### config.mk
export PLATFORM = sky130hd
export DESIGN_NAME = qspi_read_engine
export DESIGN_NICKNAME = d
export VERILOG_FILES = /design/src/rtl/qspi_read_engine.sv
export SDC_FILE = /design/constraint.sdc
export NUM_CORES = 1
export LEC_CHECK = 0
export ABC_AREA = 1
export CAP_MARGIN = 20
export CELL_PAD_IN_SITES_DETAIL_PLACEMENT = 0
export CELL_PAD_IN_SITES_GLOBAL_PLACEMENT = 2
export CORE_ASPECT_RATIO = 1.1
export CORE_UTILIZATION = 29
export DETAILED_ROUTE_END_ITERATION = 8
export GPL_TIMING_DRIVEN = 1
export PLACE_DENSITY_LB_ADDON = 0.1
export SLEW_MARGIN = 20
export SYNTH_ARGS = -nofsm -noshare
export SYNTH_HDL_FRONTEND = slang
export SYNTH_SLANG_ARGS = --single-unit
### constraint.sdc
create_clock -name mclk -period 1.6 [get_ports mclk]
set_input_delay 0.48 -clock mclk [delete_from_list [all_inputs] [get_ports mclk]]
set_output_delay 0.48 -clock mclk [all_outputs]
set_load 0.05 [all_outputs]
### src/rtl/qspi_read_engine.sv
// Quad-SPI Fast Read Quad Output (0x6B) master. Returned bytes go out on a valid/ready byte port.
// SCK comes from a clock-enable divider on mclk, so the whole block runs in one clock domain.
module qspi_read_engine #(
    parameter int unsigned CLK_DIV      = 2,
    parameter int unsigned DUMMY_CYCLES = 8,
    parameter int unsigned CS_HIGH_CYC  = 4
) (
    input  logic        mclk,
    input  logic        RESET,
    input  logic        start,
    input  logic [23:0] addr,
    input  logic [15:0] len,
    input  logic        abort,
    output logic        busy,
    output logic        done,
    output logic [7:0]  rd_data,
    output logic        rd_valid,
    input  logic        rd_ready,
    output logic        sck,
    output logic        cs_n,
    output logic [3:0]  io_out,
    output logic [3:0]  io_oe,
    input  logic [3:0]  io_in
);

    localparam int unsigned DIV_W   = (CLK_DIV > 1) ? $clog2(CLK_DIV) : 1;
    localparam int unsigned CYC_MAX = (DUMMY_CYCLES > 24) ? DUMMY_CYCLES : 24;
    localparam int unsigned CYC_W   = $clog2(CYC_MAX);
    localparam int unsigned HOLD_W  = (CS_HIGH_CYC > 1) ? $clog2(CS_HIGH_CYC) : 1;

    localparam logic [7:0] CMD_QOR  = 8'h6B;
    localparam logic [3:0] OE_SPI   = 4'b1101;

    localparam logic [2:0] ST_IDLE     = 3'd0;
    localparam logic [2:0] ST_CS_SETUP = 3'd1;
    localparam logic [2:0] ST_CMD      = 3'd2;
    localparam logic [2:0] ST_ADDR     = 3'd3;
    localparam logic [2:0] ST_DUMMY    = 3'd4;
    localparam logic [2:0] ST_DATA     = 3'd5;
    localparam logic [2:0] ST_CS_HOLD  = 3'd6;

    logic [2:0]        state,    state_nxt;
    logic [DIV_W-1:0]  div_cnt,  div_nxt;
    logic [CYC_W-1:0]  cyc_cnt,  cyc_nxt;
    logic [HOLD_W-1:0] hold_cnt, hold_nxt;
    logic [30:0]       tx_sr,    tx_sr_nxt;
    logic [15:0]       byte_cnt, byte_cnt_nxt;
    logic [3:0]        hi_nib,   hi_nib_nxt;
    logic              nib_lo,   nib_lo_nxt;
    logic              last_seen, last_nxt;
    logic              aborted,  aborted_nxt;
    logic              sck_nxt, cs_n_nxt, busy_nxt, done_nxt, rd_valid_nxt;
    logic [7:0]        rd_data_nxt;
    logic [3:0]        io_out_nxt, io_oe_nxt;
    logic              tick;
    logic [CYC_W-1:0]  cyc_last;

    assign tick = (div_cnt == DIV_W'(CLK_DIV - 1));

    // Number of SCK cycles (minus one) spent in the current serial phase
    always_comb begin
        cyc_last = CYC_W'(7);
        if (state == ST_ADDR) begin
            cyc_last = CYC_W'(23);
        end else if (state == ST_DUMMY) begin
            cyc_last = CYC_W'(DUMMY_CYCLES - 1);
        end
    end

    // Next-state and next-output logic
    always_comb begin
        state_nxt    = state;
        div_nxt      = div_cnt;
        cyc_nxt      = cyc_cnt;
        hold_nxt     = hold_cnt;
        tx_sr_nxt    = tx_sr;
        byte_cnt_nxt = byte_cnt;
        hi_nib_nxt   = hi_nib;
        nib_lo_nxt   = nib_lo;
        last_nxt     = last_seen;
        aborted_nxt  = aborted;
        sck_nxt      = sck;
        cs_n_nxt     = cs_n;
        busy_nxt     = busy;
        done_nxt     = 1'b0;
        rd_valid_nxt = rd_valid;
        rd_data_nxt  = rd_data;
        io_out_nxt   = io_out;
        io_oe_nxt    = io_oe;

        if (rd_valid && rd_ready) begin
            rd_valid_nxt = 1'b0;
        end

        // SCK divider only runs while the bus is active
        if (state == ST_IDLE || state == ST_CS_HOLD) begin
            div_nxt = '0;
        end else if (tick) begin
            div_nxt = '0;
        end else begin
            div_nxt = div_cnt + DIV_W'(1);
        end

        case (state)
            ST_IDLE: begin
                if (start && (len != 16'd0)) begin
                    state_nxt    = ST_CS_SETUP;
                    tx_sr_nxt    = {CMD_QOR[6:0], addr};
                    byte_cnt_nxt = len;
                    busy_nxt     = 1'b1;
                    cs_n_nxt     = 1'b0;
                    io_oe_nxt    = OE_SPI;
                    io_out_nxt   = {3'b110, CMD_QOR[7]};
                    cyc_nxt      = '0;
                    nib_lo_nxt   = 1'b0;
                    last_nxt     = 1'b0;
                    aborted_nxt  = 1'b0;
                end
            end

            ST_CS_SETUP: begin
                if (tick) begin
                    state_nxt = ST_CMD;
                end
            end

            ST_CMD, ST_ADDR, ST_DUMMY: begin
                if (tick) begin
                    if (!sck) begin
                        sck_nxt = 1'b1;
                    end else begin
                        sck_nxt = 1'b0;
                        if (state != ST_DUMMY) begin
                            io_out_nxt = {3'b110, tx_sr[30]};
                            tx_sr_nxt  = {tx_sr[29:0], 1'b0};
                        end
                        if (cyc_cnt == cyc_last) begin
                            cyc_nxt = '0;
                            if (state == ST_CMD) begin
                                state_nxt = ST_ADDR;
                            end else if (state == ST_ADDR) begin
                                state_nxt = ST_DUMMY;
                                io_oe_nxt = '0;
                            end else begin
                                state_nxt = ST_DATA;
                            end
                        end else begin
                            cyc_nxt = cyc_cnt + CYC_W'(1);
                        end
                    end
                end
            end

            ST_DATA: begin
                if (last_seen && !sck) begin
                    state_nxt = ST_CS_HOLD;
                    cs_n_nxt  = 1'b1;
                    hold_nxt  = '0;
                end else if (tick) begin
                    if (sck) begin
                        sck_nxt = 1'b0;
                    end else if (!nib_lo) begin
                        sck_nxt    = 1'b1;
                        hi_nib_nxt = io_in;
                        nib_lo_nxt = 1'b1;
                    end else if (!(rd_valid && !rd_ready)) begin
                        // Second-nibble edge is withheld while the previous byte is still pending
                        sck_nxt      = 1'b1;
                        nib_lo_nxt   = 1'b0;
                        rd_data_nxt  = {hi_nib, io_in};
                        rd_valid_nxt = 1'b1;
                        byte_cnt_nxt = byte_cnt - 16'd1;
                        if (byte_cnt == 16'd1) begin
                            last_nxt = 1'b1;
                        end
                    end
                end
            end

            ST_CS_HOLD: begin
                if (hold_cnt != HOLD_W'(CS_HIGH_CYC - 1)) begin
                    hold_nxt = hold_cnt + HOLD_W'(1);
                end else if (!rd_valid || rd_ready) begin
                    state_nxt = ST_IDLE;
                    busy_nxt  = 1'b0;
                    done_nxt  = !aborted;
                end
            end

            default: begin
                state_nxt = ST_IDLE;
            end
        endcase

        // Abort wins over everything, including a byte loading this cycle
        if (abort && (state != ST_IDLE)) begin
            state_nxt    = ST_CS_HOLD;
            cs_n_nxt     = 1'b1;
            sck_nxt      = 1'b0;
            io_oe_nxt    = '0;
            rd_valid_nxt = 1'b0;
            hold_nxt     = '0;
            aborted_nxt  = 1'b1;
            done_nxt     = 1'b0;
        end
    end

    // State and output registers
    always_ff @(posedge mclk) begin
        if (RESET) begin
            state     <= ST_IDLE;
            div_cnt   <= '0;
            cyc_cnt   <= '0;
            hold_cnt  <= '0;
            tx_sr     <= '0;
            byte_cnt  <= '0;
            hi_nib    <= '0;
            nib_lo    <= 1'b0;
            last_seen <= 1'b0;
            aborted   <= 1'b0;
            sck       <= 1'b0;
            cs_n      <= 1'b1;
            busy      <= 1'b0;
            done      <= 1'b0;
            rd_valid  <= 1'b0;
            rd_data   <= '0;
            io_out    <= '0;
            io_oe     <= '0;
        end else begin
            state     <= state_nxt;
            div_cnt   <= div_nxt;
            cyc_cnt   <= cyc_nxt;
            hold_cnt  <= hold_nxt;
            tx_sr     <= tx_sr_nxt;
            byte_cnt  <= byte_cnt_nxt;
            hi_nib    <= hi_nib_nxt;
            nib_lo    <= nib_lo_nxt;
            last_seen <= last_nxt;
            aborted   <= aborted_nxt;
            sck       <= sck_nxt;
            cs_n      <= cs_n_nxt;
            busy      <= busy_nxt;
            done      <= done_nxt;
            rd_valid  <= rd_valid_nxt;
            rd_data   <= rd_data_nxt;
            io_out    <= io_out_nxt;
            io_oe     <= io_oe_nxt;
        end
    end

endmodule

== Word-level counts from Yosys, hierarchy flattened ==
Cells that the tools add are included.
Storage, ports and cells
  register bits after elaboration: 86
  input bits: 49
Cells by class
  mux-type cells: 82
  bitwise operators: 6
  reduce and logical (&&, ||, !) cells: 40
  add/subtract/negate cells: 4
  equal/unequal tests: 36
Operators with widths (count)
  2-to-1 mux 31 bit: 4
  2-to-1 mux 16 bit: 6
  case mux 31 bit (2 select lines): 1
  2-to-1 mux 4 bit: 10
  2-to-1 mux 1 bit: 33
  inequality test 2 bit (second input constant): 16
  case mux 16 bit (2 select lines): 1
  2-to-1 mux 3 bit: 10
  2-to-1 mux 5 bit: 5
  AND reduction 8 bit: 3
  inequality test 3 bit (second input constant): 6
  equality test 16 x 1 -> 1 bit (second input constant): 1
  case mux 4 bit (2 select lines): 2
  nonzero test 16 bit: 1
  subtractor 16 x 1 -> 16 bit (second input constant): 1
  case mux 3 bit (5 select lines): 1
  AND reduction 5 bit: 3
  AND reduction 7 bit: 2
  nonzero test 2 bit: 7
  AND reduction 4 bit: 3
  case mux 1 bit (2 select lines): 5
  case mux 5 bit (2 select lines): 1
  equality test 3 bit (second input constant): 3
  equality test 3 x 2 -> 1 bit (second input constant): 2
  other kinds (22): 41

== Depth between registers and ports, before layout ==
Gate-level depths: netlist of run 1.
  depth in word-level cells: 8
  gate-level depth with buffers: 12
  depth with buffers taken out: 11

== Least setup slack after synthesis of run 1 ==
No wires, ideal clock.
  path type: register -> register
  start: register rd_valid
  end: register byte_cnt[5]
  clock period less this slack: 1.768 ns
  buffers on the path: 1
  data arrival time: 1.699 ns
  path slack: -0.168 ns
  stages on the path, launching flop included: 10
  required time: 1.531 ns
  path through: dfxtp_1 -> inv_1 -> nor2_2 -> inv_1 -> a21oi_1 -> nor2_2 -> nand2_4 -> nand2_1 -> buf_6 -> o21ai_1
Between the ends
  cells in the longest elaborated chain, start to end: 3
Ends and longest elaborated chain
  start: declaration: line 17  | output logic rd_valid,
  start signal: assignment: line 244  | rd_valid <= rd_valid_nxt;
  logical AND 1 bit: line 166  | end else if (!(rd_valid && !rd_ready)) begin
  inequality test 2 bit (no line)
  AND reduction 7 bit (no line)
  end signal: assignment: line 235  | byte_cnt <= byte_cnt_nxt;
  end: declaration: line 47  | logic [15:0] byte_cnt, byte_cnt_nxt;
No other way between the ends.
A chain may end at the register's enable or synchronous reset.

== Final worst setup path of run 1 ==
  start: register state[0]
  end: register byte_cnt[12]
Between the ends
  cells in the longest elaborated chain, start to end: 3
  elaborated cells between the ends (all ways): 11
Ends and longest elaborated chain
  start: declaration: line 42  | logic [2:0] state, state_nxt;
  start signal: assignment: line 230  | state <= state_nxt;
  equality test 3 bit or zero test 3 bit (tied branches): line 104  | case (state)
  inequality test 2 bit (no line) (tied with other cells)
  AND reduction 7 bit (no line)
Parallel ways exist; a longest one is shown, timed or not.

==> flow_summary.json, run 1 <==
{
  "syn2layout_area_growth_pct": 54.9,
  "post-route-period-util_pct": 99.8,
  "antenna_found_initial": 0,
  "wl_um": 13500,
  "worst_setup_path_start_kind": "register",
  "powerDensity_nw_per_um2": 1950,
  "hold_end": "done$_SDFF_PP0_",
  "wl_per_cell_um": 13.4,
  "grt_first_pass_wirelength_um": 21600,
  "critPathArrivalTime_ns": 1.88,
  "reg2reg_depth": 10,
  "synth_edf_count": 0,
  "portBuffers": 67,
  "hold_ws_ns": 0.464,
  "yosysTopAreaCell": "dfxtp_1",
  "min_from": "aborted$_SDFFE_PP0P_",
  "dp_slack_ns": -0.796,
  "io_pins": 70,
  "fin_crit_ns": 1.60,
  "avgSynthCellArea_um2": 6.64,
  "die_area_um2": 15500,
  "start_util_pct": 30.0,
  "drt-initial-drc-count": 219,
  "ys_top_cells_by_count": "nand2_1, nor2_1, dfxtp_1, o21ai_0, inv_1",
  "die_y_um": 130,
  "status": "completed",
  "fp-row-count": 46,
  "yosysSeqAreaShare_pct": 37.3,
  "drc": 0,
  "cts-hold-fix-buffers": 0,
  "cts_htree_levels": 3,
  "cts_tree": "built",
  "synth-seq-cells": 81,
  "fmax_mhz": 626,
  "place_congestion": 0.805,
  "synth_cell_types": 36,
  "r2r_end": "byte_cnt[12]$_SDFFE_PP0P_",
  "total_power_mw": 13.1,
  "synth.area.top_cells": "dfxtp_1, nand2_1, nor2_1",
  "setup_viol": 0,
  "cts_buffer_depth": 2,
  "n_antenna_cell": 0,
  "setup_slack_ns": 0.00332,
  "rrSetupSlack_ns": 0.003,
  "coreArea_um2": 14500,
  "cts-root-buf": "clkbuf_16",
  "worstPathMaxFanout": 6,
  "crit_path_end_kind": "register",
  "leakagePower_nw": 3.02,
  "ir_drop_uv": 621,
  "antenna_left": 0,
  "avgViaCountPerCell": 4.59,
  "clkTransAtPathRegs_ns": 0.07,
  "vias": 4626,
  "fin_skew_ns": 0.00610,
  "firstDrtPassIters": 4,
  "hold_violations": 0,
  "nets": 863,
  "grt_pass1_vias": 4354,
  "hp-class": "register to register",
  "nFillCells": 1507,
  "critical_path_class": "register to register",
  "holdPathStages": 1,
  "drv_slew": 0,
  "cap_violations": 0,
  "fp.dieW_um": 119,
  "synth_top_area_share_pct": 37.3,
  "track_usage_pct": 17.7,
  "dp_hpwl_um": 8830,
  "cts_made_buffers": 9,
  "grt_max_degree": 50,
  "drive_above_1_share_pct": 30.8,
  "critPathRequiredTime_ns": 1.88,
  "grt_overflow": 0,
  "insertion_delay_ns": 0.34,
  "synthArstFlopShare_pct": 0,
  "cts.sinks": 81,
  "yosys_warnings": 0,
  "r2r_start": "state[0]$_SDFFE_PP0P_",
  "ys.flop_type": "dfxtp_1",
  "syn_area_um2": 4340,
  "rsz0062_at_grt": "yes",
  "yosysMostFrequentCell": "nand2_1",
  "syn_inst": 654
}
[worst max-delay path by stage]
stage                                      to  depth (start not counted)                  start  slack, ns
floorplan            byte_cnt[5]$_SDFFE_PP0P_                          9    rd_valid$_SDFF_PP0_     0.0005
global placement       tx_sr[24]$_SDFFE_PP0P_                         11                 len[2]      -0.75
detailed placement     tx_sr[26]$_SDFFE_PP0P_                         11                 len[4]      -0.80
CTS                    tx_sr[16]$_SDFFE_PP0P_                         12                len[11]      -0.01
global route         byte_cnt[1]$_SDFFE_PP0P_                         10  state[0]$_SDFFE_PP0P_      -0.09
finish              byte_cnt[12]$_SDFFE_PP0P_                         10  state[0]$_SDFFE_PP0P_      0.003
[critical path, cell delays in order (launching register included)]
cell,delay [ns]
dfxtp_4,0.37
nor2_4,0.18
nand2_4,0.08
buf_6,0.12
nand2_4,0.06
nand2_4,0.06
nor2_4,0.14
nand2_8,0.11
nor2_4,0.23
nand3_1,0.11
nand2_1,0.06
[stage by stage]
step	area, µm²	TNS, ns	cells	util [%]
global route	6730	-2.31	1007	46.4
CTS	6490	-0.123	994	44.8
finish	6730	0	1007	46.4
detailed placement	5860	-43.24	961	40.4
global placement	5860	-43.07	961	40.4
floorplan	4350	0	655	-
[cells in the final DEF (no fill, tap or decap), types with 9 or more instances in the layout]
cell type and instances:
nand2_2 12, clkbuf_2 13, clkdlybuf4s50_1 31, buf_12 23, inv_1 34, o21ai_0 40, nand2_1 142, nor2_1 131
clkbuf_16 10, dfxtp_1 74, nor2_2 14, nor2_4 9, nand3_1 29, a21oi_1 20, o21ai_1 22, buf_4 91
o21ai_2 15
[cells by family (layout without fill, tap and decap cells)]
logic type	after synthesis	count (layout)	share of synthesized area [%]
other	1	2	0.0863
xor gates and xnor gates	8	8	1.61
buffers and inverters	78	235	9.19
adders and majority gates	4	4	1.15
and+or+nand+nor	377	380	37.5
DFF	81	81	37.3
AOI/OAI and AO/OA	105	105	13.2
[state kept, by name, summed over array words and instances, names as in the netlist, 2 cells and up]
register,flops
byte_cnt,16
cyc_cnt,5
io_out,2
rd_data,8
hold_cnt,2
state,3
hi_nib,4
tx_sr,31
[final cells by class]
type                    count  area (µm²)  area share, %
inverters                  45         178           2.64
repair buffers            174        1780           26.4
clock inverters             1        30.0          0.446
well taps                 192         240           3.57
clock buffers              15         298           4.42
flip-flops and latches     81        1640           24.3
multi-input cells         499        2570           38.1
[where the power goes]
part           leakage, nW  switching, mW  total (mW)  internal, mW
logic                 2.18           4.17        7.70          3.53
clock network        0.162          0.844        2.27          1.42
registers            0.669          0.497        3.13          2.64
total                 3.02           5.51        13.1          7.59
[what timing repair did]
| action | in CTS | in global routing |
|---|---|---|
| gates cloned | 5 | 2 |
| pin swaps | 15 | 38 |
| resized for setup | 58 | 100 |
| endpoints found under the setup margin | 77 | 78 |
| hold endpoints to repair | 0 | 0 |
| buffers inserted | 12 | 11 |
[routing by layer]
| layer | GRT usage, % | up-vias | wire (µm) |
|---|---|---|---|
| li1 | - | 2401 | - |
| met4 | 5.88 | 0 | 160 |
| met3 | 2.49 | 11 | 498 |
| met5 | 0 | - | 0 |
| met1 | 24.2 | 2124 | 6670 |
| met2 | 28.7 | 90 | 6190 |
Power figures use the tool's default switching activity.
==> run 2, diff against run 1 <==
--- a/config.mk
+++ b/config.mk
@@ -7,13 +7,11 @@
 export LEC_CHECK = 0
 export ABC_AREA = 1
 export CAP_MARGIN = 20
-export CELL_PAD_IN_SITES_DETAIL_PLACEMENT = 0
-export CELL_PAD_IN_SITES_GLOBAL_PLACEMENT = 2
 export CORE_ASPECT_RATIO = 1.1
-export CORE_UTILIZATION = 29
+export CORE_UTILIZATION = 50
 export DETAILED_ROUTE_END_ITERATION = 8
 export GPL_TIMING_DRIVEN = 1
-export PLACE_DENSITY_LB_ADDON = 0.1
+export PLACE_DENSITY = 0.75
 export SLEW_MARGIN = 20
 export SYNTH_ARGS = -nofsm -noshare
 export SYNTH_HDL_FRONTEND = slang
==> constraint.sdc (replaced) <==
create_clock -name mclk -period 2.1 [get_ports mclk]
set_input_delay 0.63 -clock mclk [delete_from_list [all_inputs] [get_ports mclk]]
set_output_delay 0.63 -clock mclk [all_outputs]
set_load 0.02 [all_outputs]
==> run 2 against run 1 <==
  * Design area decreased by 20%
  * Clock skew is 0.0014 ns higher
  * Critical path type is now register to output port
  * Sequential power shrank 25%
==> flow_summary.json, run 2 (synthesis gave the netlist of run 1 again) <==
{
  "status": "completed",
  "fmax_mhz": 492,
  "drv_slew": 0,
  "worst_setup_path_start_kind": "register",
  "start_util_pct": 51.7,
  "fin_tns_setup_ns": 0,
  "p_clk_share_pct": 16.5,
  "die_area_um2": 9070,
  "antenna_found_initial": 0,
  "critical_path_class": "register to output port",
  "largest_reg_flops": 31,
  "avgViaCountPerCell": 5.08,
  "top_usage_layer": "met2",
  "grt_pass1_vias": 4109,
  "fp.dieW_um": 90.9,
  "instances_no_fill": 847,
  "clkTransAtPathRegs_ns": 0.09,
  "cts_made_buffers": 9,
  "global_route.usage.met1_pct": 31.1,
  "use_met3_pct": 3.90,
  "wl_per_cell_um": 12.4,
  "crit_path_end_kind": "output port",
  "track_usage_pct": 24.4,
  "hold_violations": 0,
  "total_power_mw": 7.28,
  "drive_above_1_share_pct": 11.7,
  "critPathRequiredTime_ns": 1.47,
  "switching_share_pct": 45.9,
  "cts_buffer_depth": 2,
  "cts_htree_levels": 3,
  "insertion_delay_ns": 0.36,
  "setup_viol": 0,
  "nets": 784,
  "cap_violations": 0,
  "coreArea_um2": 8410,
  "antenna_left": 0,
  "grt_overflow": 0,
  "dp_hpwl_um": 7340,
  "io_pins": 70,
  "powerDensity_nw_per_um2": 1350,
  "syn2layout_area_growth_pct": 24.5,
  "cts.sinks": 81,
  "critPathArrivalTime_ns": 1.40,
  "cts-hold-fix-buffers": 0,
  "drt-initial-drc-count": 139,
  "cts_tree": "built",
  "post-route-period-util_pct": 96.8,
  "rsz0062_at_grt": "yes",
  "ir_drop_uv": 565,
  "die_y_um": 99.8,
  "crit_buf_inv": 1,
  "drc": 0,
  "place_congestion": 0.912,
  "fp-row-count": 35,
  "fin_skew_ns": 0.00754,
  "seqPwrFrac_pct": 32.2,
  "hp-class": "register to register",
  "portBuffers": 67,
  "layout_commonest_cell": "nand2_1",
  "worstPathMaxFanout": 4,
  "grt_first_pass_wirelength_um": 18100,
  "layout_common_cells": "nand2_1, nor2_1, dfxtp_1, clkdlybuf4s50_1, o21ai_0",
  "grt_use_met2_pct": 41.2,
  "nFillCells": 786,
  "p_int_mw": 3.94,
  "n_antenna_cell": 0,
  "grt_max_degree": 33,
  "cts-root-buf": "clkbuf_8",
  "firstDrtPassIters": 5,
  "reg_top3": "tx_sr: 31 flops, byte_cnt: 16 flops, rd_data: 8 flops",
  "comb_power_share_pct": 51.4,
  "critPathSlowestCell": "clkdlybuf4s50_1",
  "fin_crit_ns": 2.03,
  "leakagePower_nw": 2.39,
  "wl_um": 10500,
  "vias": 4306,
  "regMostFlops": "tx_sr",
  "slowest_delay_ns": 0.63,
  "power.switching_mw": 3.34,
  "hold_ws_ns": 0.478,
  "cpLargestDelayFamily": "buffers and inverters",
  "worstPathCellList": "clkdlybuf4s50_1",
  "dp.cells": 830
}
==> run 2: cell types whose count changed in the layout (fill, tap and decap cells not counted), moves of 8 or more <==
cell             previous run  this run
buf_4                      91        27
clkdlybuf4s50_1            31        67
o21ai_0                    40        63
buf_12                     23         1
o21ai_1                    22         5
clkbuf_2                   13         0
nor2_1                    131       144
clkbuf_16                  10         0
nand2_1                   142       152
nor2_2                     14         4
nand2_2                    12         4
==> run 2: per-stage QoR <==
stage               area [µm²]  util, %  setup WS, ns
global placement          5160     61.4        -0.288
CTS                       5380     64.0        0.0346
global route              5410     64.3       -0.0143
floorplan                 4350        -         0.421
detailed placement        5160     61.4        -0.373
finish                    5410     64.3        0.0675
==> run 2: path summary, 6_finish.rpt <==
check / startpoint / to / slack (ns) / cells past startpoint
worst max-delay path: sck$_SDFFE_PP0P_ / sck / 0.07 / 1
worst min-delay path: cs_n$_SDFFE_PP1P_ / cs_n$_SDFFE_PP1P_ / 0.48 / 2
worst max register to register: state[1]$_SDFFE_PP0P_ / cyc_cnt[4]$_SDFFE_PP0P_ / 0.15 / 8
worst min register to register: cs_n$_SDFFE_PP1P_ / cs_n$_SDFFE_PP1P_ / 0.48 / 2
==> run 2: area by class of cell <==
class / count / area (µm²) / share of cell area (%)
clock buffers: 10 / 138 / 2.54
clock inverters: 6 / 72.6 / 1.34
inverters: 45 / 169 / 3.12
multi-input cells: 497 / 2350 / 43.5
flip-flops and latches: 81 / 1620 / 30.0
well taps: 111 / 139 / 2.57
repair buffers: 97 / 916 / 16.9
==> run 2: power groups by stage <==
stage	registers, mW	logic, mW	clock network [mW]
final	2.34	3.74	1.20
after global routing	2.40	4.25	1.28
after CTS	2.33	3.68	1.22
after detailed placement	2.36	3.64	0
after global placement	2.35	3.57	0
after floorplan	2.30	2.87	0
==> run 2: layer usage <==
layer | part of all wire [%] | wire length [µm]
met1 | 46 | 4880
met2 | 47 | 4950
met3 | 5.8 | 607
met4 | 0.94 | 99
met5 | 0 | 0
==> run 2: repair_timing <==
item	in CTS	in global routing
cloned	1	0
setup endpoints to repair	1	54
pin swaps	1	2
resized for setup	0	9
setup buffers	0	0
==> run 3, diff against run 2 <==
--- a/config.mk
+++ b/config.mk
@@ -9,6 +9,7 @@
 export CAP_MARGIN = 20
 export CORE_ASPECT_RATIO = 1.1
 export CORE_UTILIZATION = 50
+export CTS_BUF_LIST = sky130_fd_sc_hd__clkbuf_8 sky130_fd_sc_hd__clkbuf_16
 export DETAILED_ROUTE_END_ITERATION = 8
 export GPL_TIMING_DRIVEN = 1
 export PLACE_DENSITY = 0.75
==> results of run 3 <==
No change in the layout: final DEF, timing and power equal those of run 2.
